--- src/rtl/pe_array_ctrl_pkg.sv ---
// Shared types for the PE-array layer controller.
//   op_mode_t    : layer operating mode broadcast to the PEs
//   op_stage_t   : stage indication broadcast to the PEs
//   ctrl_state_t : controller FSM state (exported so benches can name it)
package pe_array_ctrl_pkg;

  typedef enum logic [1:0] {
    MODE1 = 2'd0,
    MODE2 = 2'd1,
    MODE3 = 2'd2,
    MODE4 = 2'd3
  } op_mode_t;

  typedef enum logic [1:0] {
    STAGE_IDLE        = 2'd0,
    STAGE_LOAD_FILTER = 2'd1,
    STAGE_CONV        = 2'd2
  } op_stage_t;

  typedef enum logic [2:0] {
    IDLE,
    CFG,
    LOAD,
    KICK,
    WAIT,
    FIN,
    ERR
  } ctrl_state_t;

  localparam int unsigned ROUND_CNT_W = 16;

  // Watchdog counter width able to hold the value TIMEOUT.
  function automatic int unsigned wd_width(input int unsigned timeout);
    return $clog2(timeout + 1);
  endfunction

endpackage

--- src/rtl/pe_array_ctrl_if.sv ---
// Bundle between the layer controller, the layer scheduler and the PE array /
// filter buffer.
//   master : controller view (drives mode/stage/pulses/status)
//   slave  : scheduler + PE array view (drives start/abort/config/PE status)
interface pe_array_ctrl_if import pe_array_ctrl_pkg::*; #(
  parameter int unsigned NUM_PE = 4
) ();

  // scheduler -> controller
  logic                   start;
  logic                   abort;
  op_mode_t               mode_cfg;
  // filter buffer / PEs -> controller
  logic                   fload_done;
  logic [NUM_PE-1:0]      conv_done;
  logic [NUM_PE-1:0]      pe_error;
  // controller -> PEs / filter buffer
  op_mode_t               mode;
  logic                   change_mode;
  op_stage_t              op_stage;
  logic                   fload_start;
  logic                   conv_continue;
  // controller -> scheduler
  logic [ROUND_CNT_W-1:0] round_cnt;
  logic                   busy;
  logic                   layer_done;
  logic                   fault;

  modport master (
    input  start, abort, mode_cfg, fload_done, conv_done, pe_error,
    output mode, change_mode, op_stage, fload_start, conv_continue,
           round_cnt, busy, layer_done, fault
  );

  modport slave (
    output start, abort, mode_cfg, fload_done, conv_done, pe_error,
    input  mode, change_mode, op_stage, fload_start, conv_continue,
           round_cnt, busy, layer_done, fault
  );

endinterface

--- src/rtl/pe_array_ctrl_watchdog.sv ---
// Per-round watchdog counter.
//   clk, rst : clock, asynchronous active-high reset
//   clear    : restart the count from zero
//   enable   : count this cycle
//   limit    : number of enabled cycles allowed
//   expired  : high during the limit-th enabled cycle since clear
module ctrl_watchdog #(
  parameter int unsigned WIDTH = 15
) (
  input  logic             clk,
  input  logic             rst,
  input  logic             clear,
  input  logic             enable,
  input  logic [WIDTH-1:0] limit,
  output logic             expired
);

  logic [WIDTH-1:0] cnt;
  logic [WIDTH-1:0] cnt_inc;

  assign cnt_inc = cnt + WIDTH'(1);
  // Flagged in the cycle that would bring the count to limit, so the
  // registered fault follows exactly limit enabled cycles.
  assign expired = enable && (cnt_inc == limit);

  always_ff @(posedge clk or posedge rst) begin
    if (rst) begin
      cnt <= '0;
    end else if (clear) begin
      cnt <= '0;
    end else if (enable && !expired) begin
      cnt <= cnt_inc;
    end
  end

endmodule

--- src/rtl/pe_array_ctrl.sv ---
// Layer controller for a row of NUM_PE lock-step PEs: mode configuration,
// filter load, then ROUND_NUM convolution rounds, with per-PE completion
// aggregation, error collection and a per-round watchdog.
//   clk, rst : clock, asynchronous active-high reset
//   bus      : pe_array_ctrl_if master (start/abort/mode_cfg/fload_done/
//              conv_done/pe_error in; mode/change_mode/op_stage/fload_start/
//              conv_continue/round_cnt/busy/layer_done/fault out)
module pe_array_ctrl import pe_array_ctrl_pkg::*; #(
  parameter int unsigned NUM_PE    = 4,
  parameter int unsigned ROUND_NUM = 55,
  parameter int unsigned TIMEOUT   = 20000
) (
  input logic            clk,
  input logic            rst,
  pe_array_ctrl_if.master bus
);

  localparam int unsigned            WD_W       = wd_width(TIMEOUT);
  localparam logic [ROUND_CNT_W-1:0] LAST_ROUND = ROUND_CNT_W'(ROUND_NUM - 1);

  ctrl_state_t            state;
  op_mode_t               mode_q;
  op_stage_t              op_stage_q;
  logic                   change_mode_q;
  logic                   fload_start_q;
  logic                   conv_continue_q;
  logic                   layer_done_q;
  logic                   fault_q;
  logic [ROUND_CNT_W-1:0] round_cnt_q;

  logic [NUM_PE-1:0]      done_seen;
  logic [NUM_PE-1:0]      done_next;
  logic [1:0]             stale_cnt;
  logic                   wd_clear;
  logic                   wd_enable;
  logic                   wd_expired;

  // conv_done levels sampled in the continue-pulse cycle and the two after it
  // still belong to the previous round and are ignored.
  always_comb begin
    done_next = done_seen;
    if (stale_cnt == 2'd0) begin
      done_next = done_seen | bus.conv_done;
    end
  end

  assign wd_clear  = (state == KICK);
  assign wd_enable = (state == WAIT);

  ctrl_watchdog #(
    .WIDTH (WD_W)
  ) u_watchdog (
    .clk     (clk),
    .rst     (rst),
    .clear   (wd_clear),
    .enable  (wd_enable),
    .limit   (WD_W'(TIMEOUT)),
    .expired (wd_expired)
  );

  always_ff @(posedge clk or posedge rst) begin
    if (rst) begin
      state           <= IDLE;
      mode_q          <= MODE1;
      op_stage_q      <= STAGE_IDLE;
      change_mode_q   <= 1'b0;
      fload_start_q   <= 1'b0;
      conv_continue_q <= 1'b0;
      layer_done_q    <= 1'b0;
      fault_q         <= 1'b0;
      round_cnt_q     <= '0;
      done_seen       <= '0;
      stale_cnt       <= '0;
    end else begin
      change_mode_q   <= 1'b0;
      fload_start_q   <= 1'b0;
      conv_continue_q <= 1'b0;
      layer_done_q    <= 1'b0;

      if (bus.abort) begin
        state       <= IDLE;
        op_stage_q  <= STAGE_IDLE;
        fault_q     <= 1'b0;
        round_cnt_q <= '0;
      end else if (state != IDLE && (|bus.pe_error)) begin
        state      <= ERR;
        op_stage_q <= STAGE_IDLE;
        fault_q    <= 1'b1;
      end else begin
        unique case (state)
          IDLE: begin
            if (bus.start) begin
              state <= CFG;
              // Mode and its change pulse become visible together in CFG.
              if (bus.mode_cfg != mode_q) begin
                mode_q        <= bus.mode_cfg;
                change_mode_q <= 1'b1;
              end
            end
          end
          CFG: begin
            state         <= LOAD;
            op_stage_q    <= STAGE_LOAD_FILTER;
            fload_start_q <= 1'b1;
          end
          LOAD: begin
            // fload_done coinciding with the fload_start pulse is too early.
            if (bus.fload_done && !fload_start_q) begin
              state      <= KICK;
              op_stage_q <= STAGE_CONV;
            end
          end
          KICK: begin
            state           <= WAIT;
            conv_continue_q <= 1'b1;
            done_seen       <= '0;
            stale_cnt       <= 2'd3;
          end
          WAIT: begin
            if (stale_cnt != 2'd0) begin
              stale_cnt <= stale_cnt - 2'd1;
            end
            if (wd_expired) begin
              state      <= ERR;
              op_stage_q <= STAGE_IDLE;
              fault_q    <= 1'b1;
            end else if (&done_next) begin
              if (round_cnt_q == LAST_ROUND) begin
                state        <= FIN;
                op_stage_q   <= STAGE_IDLE;
                layer_done_q <= 1'b1;
                round_cnt_q  <= '0;
              end else begin
                state       <= KICK;
                round_cnt_q <= round_cnt_q + ROUND_CNT_W'(1);
              end
            end else begin
              done_seen <= done_next;
            end
          end
          FIN: begin
            state <= IDLE;
          end
          ERR: begin
            state <= ERR;
          end
          default: begin
            state <= IDLE;
          end
        endcase
      end
    end
  end

  assign bus.mode          = mode_q;
  assign bus.change_mode   = change_mode_q;
  assign bus.op_stage      = op_stage_q;
  assign bus.fload_start   = fload_start_q;
  assign bus.conv_continue = conv_continue_q;
  assign bus.round_cnt     = round_cnt_q;
  assign bus.busy          = (state != IDLE);
  assign bus.layer_done    = layer_done_q;
  assign bus.fault         = fault_q;

endmodule

--- src/flat_wrapper.sv ---
// flat-port wrapper written by rule: the top's interface ports become plain ports
module pe_array_ctrl_flat import pe_array_ctrl_pkg::*;
#(
  parameter int unsigned NUM_PE    = 4,
  parameter int unsigned ROUND_NUM = 55,
  parameter int unsigned TIMEOUT   = 20000
)
  (clk, rst, bus_start, bus_abort, bus_mode_cfg, bus_fload_done, bus_conv_done, bus_pe_error, bus_mode, bus_change_mode, bus_op_stage, bus_fload_start, bus_conv_continue, bus_round_cnt, bus_busy, bus_layer_done, bus_fault);
  pe_array_ctrl_if #(.NUM_PE(NUM_PE)) bus_i ();
  input logic clk;
  input logic rst;
  input wire logic [$bits(bus_i.start)-1:0] bus_start;
  input wire logic [$bits(bus_i.abort)-1:0] bus_abort;
  input wire logic [$bits(bus_i.mode_cfg)-1:0] bus_mode_cfg;
  input wire logic [$bits(bus_i.fload_done)-1:0] bus_fload_done;
  input wire logic [$bits(bus_i.conv_done)-1:0] bus_conv_done;
  input wire logic [$bits(bus_i.pe_error)-1:0] bus_pe_error;
  output wire logic [$bits(bus_i.mode)-1:0] bus_mode;
  output wire logic [$bits(bus_i.change_mode)-1:0] bus_change_mode;
  output wire logic [$bits(bus_i.op_stage)-1:0] bus_op_stage;
  output wire logic [$bits(bus_i.fload_start)-1:0] bus_fload_start;
  output wire logic [$bits(bus_i.conv_continue)-1:0] bus_conv_continue;
  output wire logic [$bits(bus_i.round_cnt)-1:0] bus_round_cnt;
  output wire logic [$bits(bus_i.busy)-1:0] bus_busy;
  output wire logic [$bits(bus_i.layer_done)-1:0] bus_layer_done;
  output wire logic [$bits(bus_i.fault)-1:0] bus_fault;
  assign bus_i.start = bus_start;
  assign bus_i.abort = bus_abort;
  assign bus_i.mode_cfg = bus_mode_cfg;
  assign bus_i.fload_done = bus_fload_done;
  assign bus_i.conv_done = bus_conv_done;
  assign bus_i.pe_error = bus_pe_error;
  assign bus_mode = bus_i.mode;
  assign bus_change_mode = bus_i.change_mode;
  assign bus_op_stage = bus_i.op_stage;
  assign bus_fload_start = bus_i.fload_start;
  assign bus_conv_continue = bus_i.conv_continue;
  assign bus_round_cnt = bus_i.round_cnt;
  assign bus_busy = bus_i.busy;
  assign bus_layer_done = bus_i.layer_done;
  assign bus_fault = bus_i.fault;
  pe_array_ctrl #(.NUM_PE(NUM_PE), .ROUND_NUM(ROUND_NUM), .TIMEOUT(TIMEOUT)) u_core (.clk(clk), .rst(rst), .bus(bus_i));
endmodule
--- config.mk ---
export PLATFORM = sky130hd
export DESIGN_NAME = pe_array_ctrl_flat
export DESIGN_NICKNAME = d
export VERILOG_FILES = /design/src/rtl/pe_array_ctrl_pkg.sv /design/src/rtl/pe_array_ctrl_if.sv /design/src/rtl/pe_array_ctrl_watchdog.sv /design/src/rtl/pe_array_ctrl.sv /design/src/flat_wrapper.sv
export SDC_FILE = /design/constraint.sdc
export NUM_CORES = 1
export LEC_CHECK = 0
export CORE_UTILIZATION = 60
export CTS_CLUSTER_SIZE = 16
export DETAILED_ROUTE_END_ITERATION = 16
export PLACE_DENSITY = 0.86
export REMOVE_ABC_BUFFERS = 1
export SKIP_LAST_GASP = 1
export SYNTH_ARGS = -nofsm -noshare
export SYNTH_HDL_FRONTEND = slang
export SYNTH_HIERARCHICAL = 1
export SYNTH_SLANG_ARGS = --single-unit
export TNS_END_PERCENT = 20
--- constraint.sdc ---
create_clock -name clk -period 9.49 [get_ports clk]
set_clock_uncertainty 0.2 [all_clocks]
set_input_delay 0.949 -clock clk [delete_from_list [all_inputs] [get_ports clk]]
set_output_delay 0.949 -clock clk [all_outputs]
set_load 0.01 [all_outputs]
==> flow_summary.ini, run 1 <==
[floorplanning]
row_count = 27
die_x_microns = 79.3
die_h_microns = 79.3
ios = 41
coreArea_sq_um = 5640
start_util_pct = 63.5
die_area_sq_um = 6290

[detailed_routing]
via_count = 3398
routedWlPerCell_microns = 17.5
viasPerCell = 6.56
drt_iter0_markers = 398
drc = 0
wl_microns = 9040
drt_first_pass_iters = 5
postRouteAntennaNets = 0

[global_routing]
grt_pass1_wl_microns = 15100
grt_pass1_vias = 3148
gr-total-overflow = 0
antenna_found_initial = 0
gr-usage-all-layers_pct = 30.7
grt_max_degree = 34

[placement]
place.port_buffers = 40
place_hpwl_microns = 6230
gp_congestion = 0.898
place_ws_ns = 5.54

[yosys]
synth-edff-count = 0
synthAdderAreaFrac_pct = 1.68
ys_ff_latch = 49
async_reset_ff_share_pct = 100
synth_xor_area_share_pct = 6.11
syn-mean-instance-area_sq_um = 8.94
synth.area.top_cells = dfrtp_1 34%, xnor2_1 4.4%, nor4_1 3.0%
yosysTopAreaCellShare_pct = 34.2
synth_flop_cell = dfrtp_1
synth_cell_types = 74
yosys.area_share.simple_pct = 28.6
synth_compound_area_share_pct = 20.5
synth_area_sq_um = 3580
synth_top_family_by_area = simple AND/OR/NAND/NOR gates
muxShareOfSynthArea_pct = 1.96
ys_warn_count = 6
synth_seq_area_share_pct = 34.2
synth_area_leader_cell = dfrtp_1
syn_inst = 401

[power_and_ir_drop]
p_per_area_nw_per_um2 = 188
p_sw_share_pct = 39.2
clockPowerShare_pct = 20.1
p_int_mw = 0.475
worst_ir_drop_vdd_mv = 0.141
seq_power_share_pct = 43.2
p_sw_mw = 0.307
power.leakage_nw = 1.56
combPwrFrac_pct = 36.7

[clock_network]
insertion_delay_ns = 0.30
clockBufferDepth = 2
tritoncts = yes
htree_num_levels = 2
cts_root_buf = clkbuf_8
clk_pin_slew_ns = 0.10
cts_hold_buf = 0
postCtsResizedCells = 0
post-cts-setup-buffer-count = 0
cts_buffers = 5
cts.sinks = 49

[worst_setup_path]
cp-start-kind = register
cp.required_ns = 9.49
reg2reg_depth = 10
cp_max_fo = 14
criticalPathCategory = reg -> reg
worst_setup_path_end_kind = register
arrival_ns = 3.91
r2r_slack_ns = 5.58

[flow_run]
drv_cap = 0

[timing]
hold_slack_ns = 0.309
rsz0062_at_grt = no
worst_pin_slew_ns = 0.840
fin_crit_ns = 3.91
max_freq_ghz = 0.256
hold_viol = 0
fin_tns_setup_ns = 0
period_share_pct = 41.2
slew_violations = 0
setup-violations-final = 0
setup_ws_ns = 5.58
relSlewSlack_pct = 43.5

[cells_and_area]
drive_above_1_share_pct = 7.85
fill_cells = 403
n_antenna_cell = 0
finalNetCount = 464
area_delta_synth_final_pct = 16.2

[min_path]
hold_path.class = reg -> reg
hold_depth = 1

[run_status]
status = finished, final reports clean
[sequential cells by signal (all words and copies together) (netlist names)]
register                  flops
u_core/bus.round_cnt         16
u_core/u_watchdog/cnt        15
u_core/done_seen              4
u_core/state                  3
u_core/bus.mode               2
u_core/bus.op_stage           2
u_core/stale_cnt              2
u_core/bus.change_mode        1
u_core/bus.conv_continue      1
u_core/bus.fault              1
u_core/bus.fload_start        1
u_core/bus.layer_done         1
[path summary, 6_finish.rpt]
path,start,end
hold reg to reg,u_core/done_seen[3]$_DFFE_PP0P_,u_core/done_seen[3]$_DFFE_PP0P_
max in group asynchronous,rst,u_core/u_watchdog/cnt[10]$_DFFE_PP0P_
min in group asynchronous,rst,u_core/bus.change_mode$_DFF_PP0_
hold / removal,u_core/done_seen[3]$_DFFE_PP0P_,u_core/done_seen[3]$_DFFE_PP0P_
setup / recovery,u_core/u_watchdog/cnt[0]$_DFFE_PP0P_,u_core/bus.round_cnt[9]$_DFFE_PP0P_
setup reg to reg,u_core/u_watchdog/cnt[0]$_DFFE_PP0P_,u_core/bus.round_cnt[9]$_DFFE_PP0P_
[stage by stage]
step	cell area, sq um	instances	utilization (%)	power (mW)
finish	4160	518	73.8	0.781
global route	4160	518	73.8	0.833
CTS	4160	518	73.8	0.780
detailed placement	4050	510	71.7	0.621
global placement	4050	510	71.7	0.607
floorplan	3510	394	-	0.521
[cells in the final DEF, fill, tap and decap left out, types with 4 or more instances in the layout]
cell type | Yosys | routed
nand3b_1 | 5 | 5
o31ai_1 | 4 | 4
nand4_1 | 10 | 10
o211ai_1 | 10 | 10
and3_1 | 4 | 4
buf_4 | 1 | 4
xnor2_1 | 18 | 18
nor4_1 | 17 | 15
conb_1 | 2 | 27
nand2_1 | 18 | 18
clkbuf_8 | 0 | 6
nor2_1 | 25 | 25
clkdlybuf4s50_1 | 0 | 40
xor2_1 | 7 | 7
or4_1 | 7 | 7
inv_1 | 20 | 20
nor2b_1 | 7 | 7
and4_1 | 5 | 5
nor4b_1 | 5 | 5
o21ai_0 | 10 | 10
or3_1 | 6 | 6
or2_2 | 4 | 4
nand3_1 | 21 | 21
o2111ai_1 | 4 | 4
a311oi_1 | 6 | 6
nor3_1 | 8 | 8
ha_1 | 4 | 4
dfrtp_1 | 49 | 49
a32o_1 | 10 | 10
a21oi_1 | 19 | 19
o21a_1 | 6 | 6
[critical path, cell delays in order (launching register included)]
cell,delay [ns]
dfrtp_1,0.45
ha_1,0.33
and4_1,0.36
and3_1,0.19
o2111ai_1,0.16
nor4_4,0.49
nand3_1,0.13
nor3_1,0.47
or4_1,0.51
nor3_2,0.23
a32o_1,0.29
[logic make-up (layout without fill, tap and decap cells)]
family,count (synthesis),after routing
and+or+nand+nor,165,165
AOI/OAI and AO/OA,97,97
buffers and inverters,52,72
DFF,49,49
xor gates and xnor gates,25,25
muxes,6,6
adders and majority gates,5,5
other,2,27
[cell type report]
class / count / area (sq um) / area share, %
Multi-Input combinational cell: 325 / 2220 / 53.4
Clock inverter: 1 / 30.0 / 0.721
Tap cell: 72 / 90.1 / 2.16
Inverter: 20 / 75.1 / 1.80
Timing Repair Buffer: 44 / 430 / 10.3
Sequential cell: 49 / 1230 / 29.5
Clock buffer: 7 / 86.3 / 2.07
[synth_stat cells (all sizes together) (9+ instances only)]
master	count
a21oi	19
a32o	10
buf	15
clkbuf	17
dfrtp	49
inv	20
nand2	18
nand3	21
nand4	12
nor2	25
nor3	9
nor4	20
o211ai	10
o21ai	11
xnor2	18
[layer usage]
layer | track usage (%) | vias up | part of all wire (%)
met5 | 0 | - | 0
met4 | 7.82 | 0 | 1.5
met2 | 49.1 | 149 | 47
met1 | 43.8 | 1638 | 45
met3 | 3.79 | 18 | 6.1
li1 | - | 1593 | -
[power groups by stage]
stage / sequential, mW / clock [mW] / combinational [mW]
after floorplan: 0.322 / 0 / 0.199
after global placement: 0.336 / 0 / 0.271
after detailed placement: 0.338 / 0 / 0.282
after CTS: 0.335 / 0.160 / 0.285
after global routing: 0.348 / 0.169 / 0.317
final: 0.338 / 0.157 / 0.287
Power figures use the tool's default switching activity.
==> run 2, diff against run 1 <==
--- a/config.mk
+++ b/config.mk
@@ -5,10 +5,10 @@
 export SDC_FILE = /design/constraint.sdc
 export NUM_CORES = 1
 export LEC_CHECK = 0
-export CORE_UTILIZATION = 60
+export CORE_UTILIZATION = 57
 export CTS_CLUSTER_SIZE = 16
 export DETAILED_ROUTE_END_ITERATION = 16
-export PLACE_DENSITY = 0.86
+export PLACE_DENSITY = 0.82
 export REMOVE_ABC_BUFFERS = 1
 export SKIP_LAST_GASP = 1
 export SYNTH_ARGS = -nofsm -noshare
==> constraint.sdc (replaced) <==
create_clock -name clk -period 4.05 [get_ports clk]
set_clock_uncertainty 0.2 [all_clocks]
set_input_delay 0.405 -clock clk [delete_from_list [all_inputs] [get_ports clk]]
set_output_delay 0.405 -clock clk [all_outputs]
set_load 0.01 [all_outputs]
==> flow_summary.ini, run 2 (synthesis gave the netlist of run 1 again) <==
[run_status]
status = finished, final reports clean

[cells_and_area]
final_cells = 523
area_delta_synth_final_pct = 16.7
final_common_cell = dfrtp_1
finalNetCount = 466
final_cell_mix = 49 x dfrtp_1, 40 x clkdlybuf4s50_1, 27 x conb_1
n_antenna_cell = 0
drive_above_1_share_pct = 8.26
largest_reg_flops = 16

[detailed_routing]
wl_met2_microns = 4310
routedWlPerCell_microns = 17.1
dr_wl_met3_microns = 639
postRouteAntennaNets = 0
viasPerCell = 6.46
wl_met1_microns = 3860
drt_first_pass_iters = 5
drc = 0
via_count = 3381
top_layer_used = met4
wl_microns = 8970
drt_iter0_markers = 360

[worst_setup_path]
critPathSlowestCell = nor4_4
cp_cell_sequence = ha_1 > and4_1 > and3_1 > o2111ai_1 > nor4_4 > nand3_1 > nor3_1 > or4_1 > nor3_2 > buf_4 > a32o_1
reg2reg_from = u_core/u_watchdog/cnt[0]$_DFFE_PP0P_
max_stage_delay_ns = 0.50
r2r_slack_ns = 0.29
cp.required_ns = 4.05
crit_family = simple AND/OR/NAND/NOR gates
worst_setup_path_end_kind = register
reg2reg_to = u_core/bus.round_cnt[9]$_DFFE_PP0P_
criticalPathCategory = reg -> reg
cp-start-kind = register
arrival_ns = 3.76
cp_max_fo = 11
path_buf_inv = 1
reg2reg_depth = 11

[placement]
gp_congestion = 0.864
place.port_buffers = 40
place_hpwl_microns = 6320
dp_cells = 515

[global_routing]
gr-usage-all-layers_pct = 28.9
grt_pass1_wl_microns = 14800
antenna_found_initial = 0
grt_max_degree = 35
grt_pass1_vias = 2948
gr-total-overflow = 0

[clock_network]
cts_root_buf = clkbuf_8
htree_num_levels = 2
insertion_delay_ns = 0.31
cts_buffers = 5
tritoncts = yes
clk_pin_slew_ns = 0.10
postCtsResizedCells = 0
cts.sinks = 49
cts_hold_buf = 0
post-cts-setup-buffer-count = 0
clockBufferDepth = 2

[floorplanning]
ios = 41
row_count = 28
die_h_microns = 81.3
start_util_pct = 59.8
coreArea_sq_um = 5990
die_x_microns = 81.3
die_area_sq_um = 6610

[timing]
setup-violations-final = 0
period_share_pct = 92.8
relSlewSlack_pct = 47.8
rsz0062_at_grt = no
max_freq_ghz = 0.266
worst_pin_slew_ns = 0.775
fin_tns_setup_ns = 0
hold_slack_ns = 0.299
hold_viol = 0
slew_violations = 0
fin_crit_ns = 3.76

[flow_run]
drv_cap = 0

[power_and_ir_drop]
worst_ir_drop_vdd_mv = 0.279
p_per_area_nw_per_um2 = 438
power.leakage_nw = 1.57

[min_path]
hold_path.class = in -> async
-- run 2: changes by cell type in the layout (fill, tap and decap cells not counted) --
cell / previous run / this run
buf_4: 4 / 6
-- run 2: layout make-up --
| cell class | instances | area, sq um |
|---|---|---|
| tap | 75 | 93.8 |
| clock inverter | 1 | 30.0 |
| fill | 462 | 1810 |
| multi-input combinational | 325 | 2220 |
| inverter | 20 | 75.1 |
| clock buffer | 7 | 86.3 |
| timing repair buffer | 46 | 445 |
| sequential | 49 | 1230 |
-- run 2: power by group --
| part | leakage (nW) | internal [mW] | switching, mW |
|---|---|---|---|
| clock network | 0.0585 | 0.202 | 0.165 |
| logic | 0.854 | 0.321 | 0.348 |
| registers | 0.659 | 0.590 | 0.205 |
| total | 1.57 | 1.11 | 0.718 |
-- run 2: worst max path at each step --
| stage | start | to | slack [ns] | cells after the start |
|---|---|---|---|---|
| final | u_core/u_watchdog/cnt[0]$_DFFE_PP0P_ | u_core/bus.round_cnt[9]$_DFFE_PP0P_ | 0.29 | 11 |
| after floorplan | u_core/u_watchdog/cnt[0]$_DFFE_PP0P_ | u_core/bus.round_cnt[1]$_DFFE_PP0P_ | 0.34 | 10 |
| after global placement | u_core/u_watchdog/cnt[0]$_DFFE_PP0P_ | u_core/bus.round_cnt[15]$_DFFE_PP0P_ | 0.48 | 10 |
| after CTS | u_core/u_watchdog/cnt[0]$_DFFE_PP0P_ | u_core/bus.round_cnt[9]$_DFFE_PP0P_ | 0.30 | 11 |
| after detailed placement | u_core/u_watchdog/cnt[0]$_DFFE_PP0P_ | u_core/bus.round_cnt[9]$_DFFE_PP0P_ | 0.32 | 11 |
| after global routing | u_core/u_watchdog/cnt[0]$_DFFE_PP0P_ | u_core/bus.round_cnt[9]$_DFFE_PP0P_ | 0.002 | 11 |
-- run 2: per-layer routing --
| metal | global-route usage, % | vias to the layer above |
|---|---|---|
| met5 | 0 | - |
| met4 | 10.0 | 0 |
| met3 | 5.17 | 22 |
| met2 | 44.2 | 167 |
| met1 | 40.8 | 1592 |
| li1 | - | 1600 |
-- run 2: through the flow --
| step | power [mW] | instance area, sq um | setup WS (ns) | util [%] |
|---|---|---|---|---|
| after global routing | 1.95 | 4180 | 0.00196 | 69.8 |
| after CTS | 1.83 | 4180 | 0.298 | 69.8 |
| after global placement | 1.43 | 4070 | 0.484 | 67.9 |
| after floorplan | 1.22 | 3510 | 0.342 | - |
| final | 1.83 | 4180 | 0.292 | 69.8 |
| after detailed placement | 1.46 | 4070 | 0.324 | 67.9 |
==> run 3, diff against run 2 <==
--- a/config.mk
+++ b/config.mk
@@ -5,6 +5,7 @@
 export SDC_FILE = /design/constraint.sdc
 export NUM_CORES = 1
 export LEC_CHECK = 0
+export CORE_ASPECT_RATIO = 1.4
 export CORE_UTILIZATION = 57
 export CTS_CLUSTER_SIZE = 16
 export DETAILED_ROUTE_END_ITERATION = 16
==> flow_summary.ini, run 3 (synthesis gave the netlist of run 1 again) <==
[global_routing]
gr-total-overflow = 0
grt_max_degree = 26
antenna_found_initial = 0
grt_pass1_vias = 3243
grt_pass1_wl_microns = 15300
gr-usage-all-layers_pct = 29.1

[clock_network]
clockBufferDepth = 2
cts_hold_buf = 0
postCtsResizedCells = 0
tritoncts = yes
clk_pin_slew_ns = 0.09
htree_num_levels = 2
post-cts-setup-buffer-count = 0
insertion_delay_ns = 0.30
cts_buffers = 5
cts_root_buf = clkbuf_8
cts.sinks = 49

[detailed_routing]
routedWlPerCell_microns = 18.1
drt_first_pass_iters = 5
via_count = 3403
wl_microns = 9380
postRouteAntennaNets = 0
drt_iter0_markers = 411
drc = 0
viasPerCell = 6.58

[cells_and_area]
final_common_cell = dfrtp_1
area_delta_synth_final_pct = 15.7
final_util_pct = 69.7
drive_above_1_share_pct = 8.05
final_cell_mix = 49 x dfrtp_1, 40 x clkdlybuf4s50_1, 27 x conb_1
ff_latch_area_sq_um = 1230
largest_reg_flops = 16
multi_input_area_sq_um = 2220
final_cells = 517
fill_cells = 486
finalNetCount = 466
n_antenna_cell = 0

[worst_setup_path]
cp_max_fo = 14
cp_cell_sequence = ha_1 > and4_1 > a21oi_1 > o2111ai_1 > nor4_4 > nand3_1 > nor3_1 > or4_1 > or4_1 > a32o_1
criticalPathCategory = reg -> reg
path_buf_inv = 0
reg2reg_depth = 10
reg2reg_to = u_core/bus.round_cnt[15]$_DFFE_PP0P_
r2r_slack_ns = 0.35
max_stage_delay_ns = 0.77
arrival_ns = 3.70
critPathSlowestCell = or4_1
cp.required_ns = 4.04
reg2reg_from = u_core/u_watchdog/cnt[0]$_DFFE_PP0P_
cp-start-kind = register
path_common_cell = or4_1
worst_setup_path_end_kind = register
crit_family = simple AND/OR/NAND/NOR gates

[timing]
worst_pin_slew_ns = 1.15
max_freq_ghz = 0.270
period_share_pct = 91.5
setup-violations-final = 0
rsz0062_at_grt = no
fin_tns_setup_ns = 0
slew_violations = 0
hold_viol = 0
hold_slack_ns = 0.299
fin_crit_ns = 3.70
relSlewSlack_pct = 22.5

[placement]
place.port_buffers = 40
dp_cells = 510
place_hpwl_microns = 6820
gp_congestion = 0.936

[min_path]
holdPathEnd = u_core/done_seen[1]$_DFFE_PP0P_
hold_path.class = reg -> reg
hold_start = u_core/done_seen[1]$_DFFE_PP0P_
hold_depth = 1

[floorplanning]
row_count = 33
die_area_sq_um = 6610
coreArea_sq_um = 5950
die_x_microns = 69.0
ios = 41
die_h_microns = 95.8
start_util_pct = 60.3

[power_and_ir_drop]
worst_ir_drop_vdd_mv = 0.463
power.leakage_nw = 1.56
p_per_area_nw_per_um2 = 426

[run_status]
status = finished, final reports clean

[flow_run]
drv_cap = 0
run 3: cell count changes in the layout (fill, tap and decap cells not counted):
cell | before | now
bufinv_16 | 1 | 0
run 3: worst max path at each step:
stage / cells past startpoint / slack, ns / to / from
3_5_place_dp: 10 / 0.38 / u_core/bus.round_cnt[15]$_DFFE_PP0P_ / u_core/u_watchdog/cnt[0]$_DFFE_PP0P_
4_1_cts: 10 / 0.37 / u_core/bus.round_cnt[15]$_DFFE_PP0P_ / u_core/u_watchdog/cnt[0]$_DFFE_PP0P_
2_1_floorplan: 10 / 0.34 / u_core/bus.round_cnt[1]$_DFFE_PP0P_ / u_core/u_watchdog/cnt[0]$_DFFE_PP0P_
6_report: 10 / 0.35 / u_core/bus.round_cnt[15]$_DFFE_PP0P_ / u_core/u_watchdog/cnt[0]$_DFFE_PP0P_
5_1_grt: 11 / 0.11 / u_core/state[0]$_DFFE_PP0P_ / u_core/u_watchdog/cnt[0]$_DFFE_PP0P_
3_3_place_gp: 11 / 0.44 / u_core/state[0]$_DFFE_PP0P_ / u_core/u_watchdog/cnt[0]$_DFFE_PP0P_
run 3: power by group:
group	internal [mW]	leakage [nW]	switching (mW)
Combinational	0.320	0.855	0.350
Clock	0.136	0.0443	0.163
Sequential	0.590	0.659	0.207
run 3: final cells by class:
class	instances	share of cell area, %
clock buffer	7	2.08
multi-input combinational	325	53.7
sequential	49	29.6
timing repair buffer	46	10.7
inverter	20	1.81
tap	70	2.11
run 3: per-layer routing:
metal | global-route usage, % | wire [microns] | vias to the layer above
li1 | - | - | 1587
met1 | 32.0 | 3570 | 1643
met2 | 52.2 | 4890 | 138
met3 | 4.08 | 455 | 35
met4 | 19.9 | 463 | 0
met5 | 0 | 0 | -
run 3: worst register-to-register path, delay by kind of cell, from the launching register on:
family                     cells  cell delay (ns)
AOI/OAI and AO/OA              3             0.67
adders and majority gates      1             0.33
DFF                            1             0.45
and+or+nand+nor                6             1.94
run 3: stage by stage:
step / power [mW] / worst slack [ns] / instance area (sq um)
final: 1.77 / 0.346 / 4150
after global routing: 1.88 / 0.109 / 4150
after CTS: 1.76 / 0.366 / 4150
after detailed placement: 1.47 / 0.380 / 4060
after global placement: 1.44 / 0.436 / 4060
after floorplan: 1.22 / 0.342 / 3510
